## config.mk

```make
export PLATFORM = sky130hd
export DESIGN_NAME = divisor_kca
export DESIGN_NICKNAME = d
export VERILOG_FILES = /design/src/rtl/kca_pkg.sv /design/src/rtl/divisor_kca_etapa.sv /design/src/rtl/divisor_kca.sv
export SDC_FILE = /design/constraint.sdc
export NUM_CORES = 1
export LEC_CHECK = 0
export CAP_MARGIN = 20
export CORE_UTILIZATION = 39
export CTS_CLUSTER_DIAMETER = 40
export DETAILED_ROUTE_END_ITERATION = 10
export SYNTH_ARGS = -nofsm -noshare
export SYNTH_HDL_FRONTEND = slang
export SYNTH_SLANG_ARGS = --single-unit
```

## constraint.sdc

```tcl
create_clock -name clock -period 6.1 [get_ports clock]
set_input_delay 1.525 -clock clock [delete_from_list [all_inputs] [get_ports clock]]
set_output_delay 1.525 -clock clock [all_outputs]
set_load 0.02 [all_outputs]
```

## src/rtl/kca_pkg.sv

```systemverilog
// Shared definitions for the kca multiply/divide pair: controller state
// encodings, default operand widths and the iteration counter width.
package kca_pkg;

  localparam int N_DIVIDENDO_DEF = 16;
  localparam int N_DIVISOR_DEF   = 8;
  localparam int CNT_W           = $clog2(N_DIVIDENDO_DEF);

  // DZ is a single settle cycle used only when the divisor is zero
  typedef enum logic [1:0] {
    IDLE = 2'd0,
    CALC = 2'd1,
    DZ   = 2'd2,
    DONE = 2'd3
  } kca_state_t;

endpackage

```

## src/rtl/divisor_kca_etapa.sv

```systemverilog
// One restoring-division step: shift the next dividend bit into the partial
// remainder, subtract the divisor when it fits and report the quotient bit.
module divisor_kca_etapa
  import kca_pkg::*;
#(
  parameter int N_DIVISOR = N_DIVISOR_DEF
) (
  input  logic [N_DIVISOR:0]   r,
  input  logic                 q_msb,
  input  logic [N_DIVISOR-1:0] d,
  output logic [N_DIVISOR:0]   r_next,
  output logic                 q_bit
);

  logic [N_DIVISOR+1:0] trial;
  logic [N_DIVISOR+1:0] d_ext;

  assign trial = {r, q_msb};
  assign d_ext = {2'b00, d};

  // r stays below d between steps, so the difference always fits back into r
  always_comb begin
    r_next = trial[N_DIVISOR:0];
    q_bit  = 1'b0;
    if (trial >= d_ext) begin
      r_next = (N_DIVISOR+1)'(trial - d_ext);
      q_bit  = 1'b1;
    end
  end

endmodule

```

## src/rtl/divisor_kca.sv

```systemverilog
// Sequential restoring divider producing one quotient bit per clock, sharing
// the start/ready handshake of the kca shift-add multiplier.
module divisor_kca
  import kca_pkg::*;
#(
  parameter int N_DIVIDENDO = N_DIVIDENDO_DEF,
  parameter int N_DIVISOR   = N_DIVISOR_DEF
) (
  input  logic                   clock,
  input  logic                   reset,
  input  logic                   start,
  input  logic [N_DIVIDENDO-1:0] dividendo,
  input  logic [N_DIVISOR-1:0]   divisor,
  output logic [N_DIVIDENDO-1:0] cociente,
  output logic [N_DIVISOR-1:0]   residuo,
  output logic                   ready,
  output logic                   error
);

  localparam int CW = $clog2(N_DIVIDENDO);

  kca_state_t state, state_next;

  logic [N_DIVIDENDO-1:0] q_work;
  logic [N_DIVISOR:0]     r_work;
  logic [N_DIVISOR-1:0]   d_reg;
  logic [CW-1:0]          count;
  logic                   steps_done;

  logic                   accept;
  logic                   div_zero;
  logic [N_DIVISOR:0]     r_next;
  logic                   q_bit;

  assign accept   = start && ((state == IDLE) || (state == DONE));
  assign div_zero = (d_reg == '0);

  divisor_kca_etapa #(
    .N_DIVISOR (N_DIVISOR)
  ) u_etapa (
    .r      (r_work),
    .q_msb  (q_work[N_DIVIDENDO-1]),
    .d      (d_reg),
    .r_next (r_next),
    .q_bit  (q_bit)
  );

  always_ff @(posedge clock) begin
    if (reset) state <= IDLE;
    else       state <= state_next;
  end

  // CALC lingers one edge after the last step so the results load on DONE entry
  always_comb begin
    state_next = state;
    unique case (state)
      IDLE, DONE: if (start) state_next = CALC;
      CALC: begin
        if (div_zero)        state_next = DZ;
        else if (steps_done) state_next = DONE;
      end
      DZ:      state_next = DONE;
      default: state_next = IDLE;
    endcase
  end

  always_ff @(posedge clock) begin
    if (reset) begin
      q_work     <= '0;
      r_work     <= '0;
      d_reg      <= '0;
      count      <= '0;
      steps_done <= 1'b0;
      cociente   <= '0;
      residuo    <= '0;
      ready      <= 1'b0;
      error      <= 1'b0;
    end else if (accept) begin
      q_work     <= dividendo;
      r_work     <= '0;
      d_reg      <= divisor;
      count      <= '0;
      steps_done <= 1'b0;
      ready      <= 1'b0;
      error      <= 1'b0;
    end else if (state == CALC && !div_zero) begin
      if (!steps_done) begin
        r_work <= r_next;
        q_work <= {q_work[N_DIVIDENDO-2:0], q_bit};
        count  <= count + 1'b1;
        if (count == CW'(N_DIVIDENDO - 1)) steps_done <= 1'b1;
      end else begin
        cociente <= q_work;
        residuo  <= r_work[N_DIVISOR-1:0];
        ready    <= 1'b1;
      end
    end else if (state == DZ) begin
      // q_work still holds the untouched dividend here
      cociente <= '1;
      residuo  <= q_work[N_DIVISOR-1:0];
      error    <= 1'b1;
      ready    <= 1'b1;
    end
  end

endmodule

```

### Yosys cells after proc, flatten, opt, wreduce, memory -nomap -nowiden

Index checks and enable logic that the tools add are counted.

* input bits: 27
* bits in registers: 66
* output and inout bits: 26

* order comparisons: 1
* equal/unequal tests: 8
* multiplexer cells: 20
* add/sub/neg operators: 2
* reduce and logical (&&, ||, !) cells: 16
* bitwise gates (word level): 3

Operator list (count)
* $mux 16: 6
* $mux 8: 3
* $ge 10x8->1: 1
* $reduce_and 2->1: 5
* $mux 9: 1
* $sub 9x8->9: 1
* $logic_not 8->1: 1
* $mux 1: 6
* $mux 2: 3
* $pmux 2 s3: 1
* $add 4x1->4 const B: 1
* $eq 2x2->1 const B: 2
* $eq 4x4->1 const B: 1
* $ne 2x2->1 const B: 2
* $reduce_bool 2->1: 2
* $reduce_or 2->1: 2
* $ne 3x3->1 const B: 1
* $not 1->1: 3
* $reduce_and 3->1: 1
* $eq 2x1->1 const B: 1
* $logic_and 1x1->1: 2
* $logic_not 2->1: 1
* $ne 2x1->1 const B: 1
* $logic_not 1->1: 1
* $logic_or 1x1->1: 1

### Longest topological paths before layout

* depth after elaboration: 5
* depth in mapped cells: 11
* mapped depth without buffers: 10

### Modules after synthesis

A second synthesis with hierarchy kept.

* cell total of the unflattened synthesis: 402
* area total of the unflattened synthesis: 3278.1 µm²

By module, submodules not included
* divisor_kca: cells each 327, area each 2755.1 µm², instances 1
* divisor_kca_etapa: cells each 75, area each 523.0 µm², instances 1

### Worst setup path before layout

No wires, ideal clock.

* kind: in2reg
* start point: in reset
* end point: reg r_work[7]
* slack: 3.408 ns
* data arrival time: 2.566 ns
* required time: 5.974 ns
* setup time: 0.126 ns
* cell stages on the path: 6
* buffers on the path: 1
* path through: clkbuf_1 > clkinv_1 > nand2_1 > nor2_1 > a22oi_1 > o31ai_1

* cells in the longest elaborated chain, start to end: 1

RTL lines
* from (decl): line divisor_kca.sv:10 `input logic reset,`
* $reduce_or 2->1 (no source line)
* to (signal assigned): line divisor_kca.sv:88 `r_work <= r_next;`
* to (decl): line divisor_kca.sv:25 `logic [N_DIVISOR:0] r_work;`

No other way between the ends.
A chain may end at the register's enable or synchronous reset.

### Final worst setup path

Same ends and word-level chain as after synthesis.

==> out/metrics.yaml <==
status: "completed"
synth_nets: 371
cts.clk_slew.worst_paths_ns: 0.08
hold_viol_final: 0
finClkSkew_ns: 0.0112
root_buffer: "clkbuf_8"
combinationalPowerShare: 0.481
crit_path_end_kind: "flip-flop"
drv_slew: 0
diodes: 0
syn_inst: 332
largestRegisters: "cociente: 16 flops, q_work: 16 flops, r_work: 9 flops"
core_area_um2: 7370
drc: 0
synthFlopType: "dfxtp_1"
cts.sinks: 66
synth_edf_count: 0
die_h_um: 90.2
grt_overflow: 0
ctsResizeCount: 0
arrival_ns: 3.92
synth_top_area_frac: 0.436
cts.htree.levels: 3
fin_util: 0.519
crit_required_ns: 6.32
tightestPinTransition_ns: 0.811
post-place-ws_ns: 2.05
yosys.area.top_type: "dfxtp_1"
drive_above_1_share: 0.135
first_global_vias: 2344
setup_tns_ns: 0
dr.pass1.iters: 4
wl_mm: 6.92
p_seq_frac: 0.331
powerDensity_nw_per_um2: 522
place_hpwl_mm: 4.88
cts_max_path_buffers: 2
io-pin-count: 53
synth_common_cells: "66 x dfxtp_1, 54 x nand2_1, 39 x nor2_1"
io_buffers: 52
synth_cell_types: 44
syn_to_final_growth_pct: 26.1
fp.dieArea_um2: 8130
cp-start-kind: "input port"
switching_share: 0.400
power_mw: 2.00
synth_most_common_cell: "dfxtp_1"
nets: 418
ys_ff_latch: 66
final.period_utilization: 0.606
grt_max_degree: 41
die_x_um: 90.2
power.internal_mw: 1.20
clk_latency_ns: 0.34
fp-row-count: 31
place_congestion: 0.916
drtIter0Drc: 138
yosys_warnings: 0
cts_hold_buf: 0
worst_slack_ns: 2.40
place_area_um2: 3620
max_freq_ghz: 0.270
grt_pass1_wl_mm: 11.8
clkPwrFrac: 0.188
period_needed_ns: 3.70
async_flop_share: 0
max_stage_delay_ns: 0.59
rsz0062_at_grt: "false"
drt-wirelength-per-cell_um: 14.3
r2r_slack_ns: 3.10
worstPathCellList: "clkdlybuf4s50_1 -> buf_4 -> clkinv_1 -> nand2_1 -> nor2_1 -> a22oi_1 -> o31ai_1"
path_class: "in2reg"
grt_usage: 0.183
ys_seq_area_frac: 0.436
vdd.ir_drop.worst_v: 0.000216
hp-class: "reg2reg"
cts-buffers-inserted: 9
initial_core_util: 0.411
viasPerCell: 5.07
antenna_found_initial: 0
avgSynthCellArea_um2: 9.13
post-route-cell-area_um2: 3820
relSlewSlack: 0.459
synth_area_leaders: "dfxtp_1 44%, nand2_1 6.7%, o221a_2 5.9%, mux2i_1 5.0%, nor2_1 4.8%"
syn_area_um2: 3030
drv_cap: 0
drt.antenna.violating_nets: 0
crit_fanout: 35
p_switching_mw: 0.799
vias: 2449
p_leak_nw: 1.45
postCtsSetupRepairBufs: 0
critPathSlowestCell: "clkinv_1"
cts_tree: "done"
final.fill_count: 699
setup-violations-final: 0
final timing paths:
check / to / start / cells after the start
worst max-delay path: r_work[7] / reset / 7
worst min-delay path: ready / ready / 2
worst max register to register: residuo[3] / d_reg[4] / 6
worst min register to register: ready / ready / 2
cell usage in the layout, fill, tap and decap left out, types with 2 or more instances in the layout:
cell type         n
dfxtp_1          66
nand2_1          54
clkdlybuf4s50_1  52
nor2_1           38
a21oi_1          19
o221a_2          16
mux2i_1          15
a311oi_1         15
inv_1            13
ha_1             11
clkbuf_8         10
a211oi_2          8
o21ai_0           7
xor2_1            5
buf_4             5
a21o_1            4
xnor2_1           4
o2bb2ai_1         4
nand4_1           3
or4_1             2
a22oi_1           2
nand3_1           2
and3_1            2
o31ai_1           2
clkinv_2          2
kinds of logic (layout without fill, tap and decap cells):
| logic type | count (synthesis) | after routing | synth area share |
|---|---|---|---|
| flops | 66 | 66 | 0.436 |
| xor+xnor | 9 | 9 | 0.0260 |
| fa+ha+maj | 12 | 12 | 0.0520 |
| mux | 16 | 16 | 0.0532 |
| simple gates | 108 | 108 | 0.147 |
| buf+inv | 35 | 87 | 0.0512 |
| compound gates | 86 | 86 | 0.234 |
routing by layer:
metal  global-route usage  wire (µm)  share of wire
met4               0.0605         85          0.012
met1                0.257       3470           0.50
met5                    0          0              0
met3               0.0448        261          0.038
met2                0.273       3110           0.45
per-stage QoR:
stage | instances | hold WS (ns)
after floorplan | 332 | 0.444
after global placement | 467 | 0.437
after detailed placement | 467 | 0.444
after CTS | 483 | 0.456
after global routing | 483 | 0.484
final | 483 | 0.451
power groups by stage:
stage	clock network [mW]	logic (mW)	registers [mW]
after floorplan	0	0.656	0.704
after global placement	0	0.961	0.670
after detailed placement	0	0.963	0.672
after CTS	0.384	0.967	0.662
after global routing	0.404	1.06	0.685
final	0.375	0.961	0.660
area by class of cell:
class	count	area [µm²]	area share
Clock inverter	6	65.1	0.0170
Sequential cell	66	1320	0.346
Tap cell	99	124	0.0324
Multi-Input combinational cell	231	1560	0.409
Inverter	14	52.6	0.0137
Timing Repair Buffer	57	558	0.146
Clock buffer	10	138	0.0360
worst max-delay path: cells and delay by family:
family                 cells  cell delay, ns
buffers and inverters      3            1.41
AOI/OAI and AO/OA          2            0.29
and+or+nand+nor            2            0.67
Note: power is estimated with default switching activity, not from simulation.
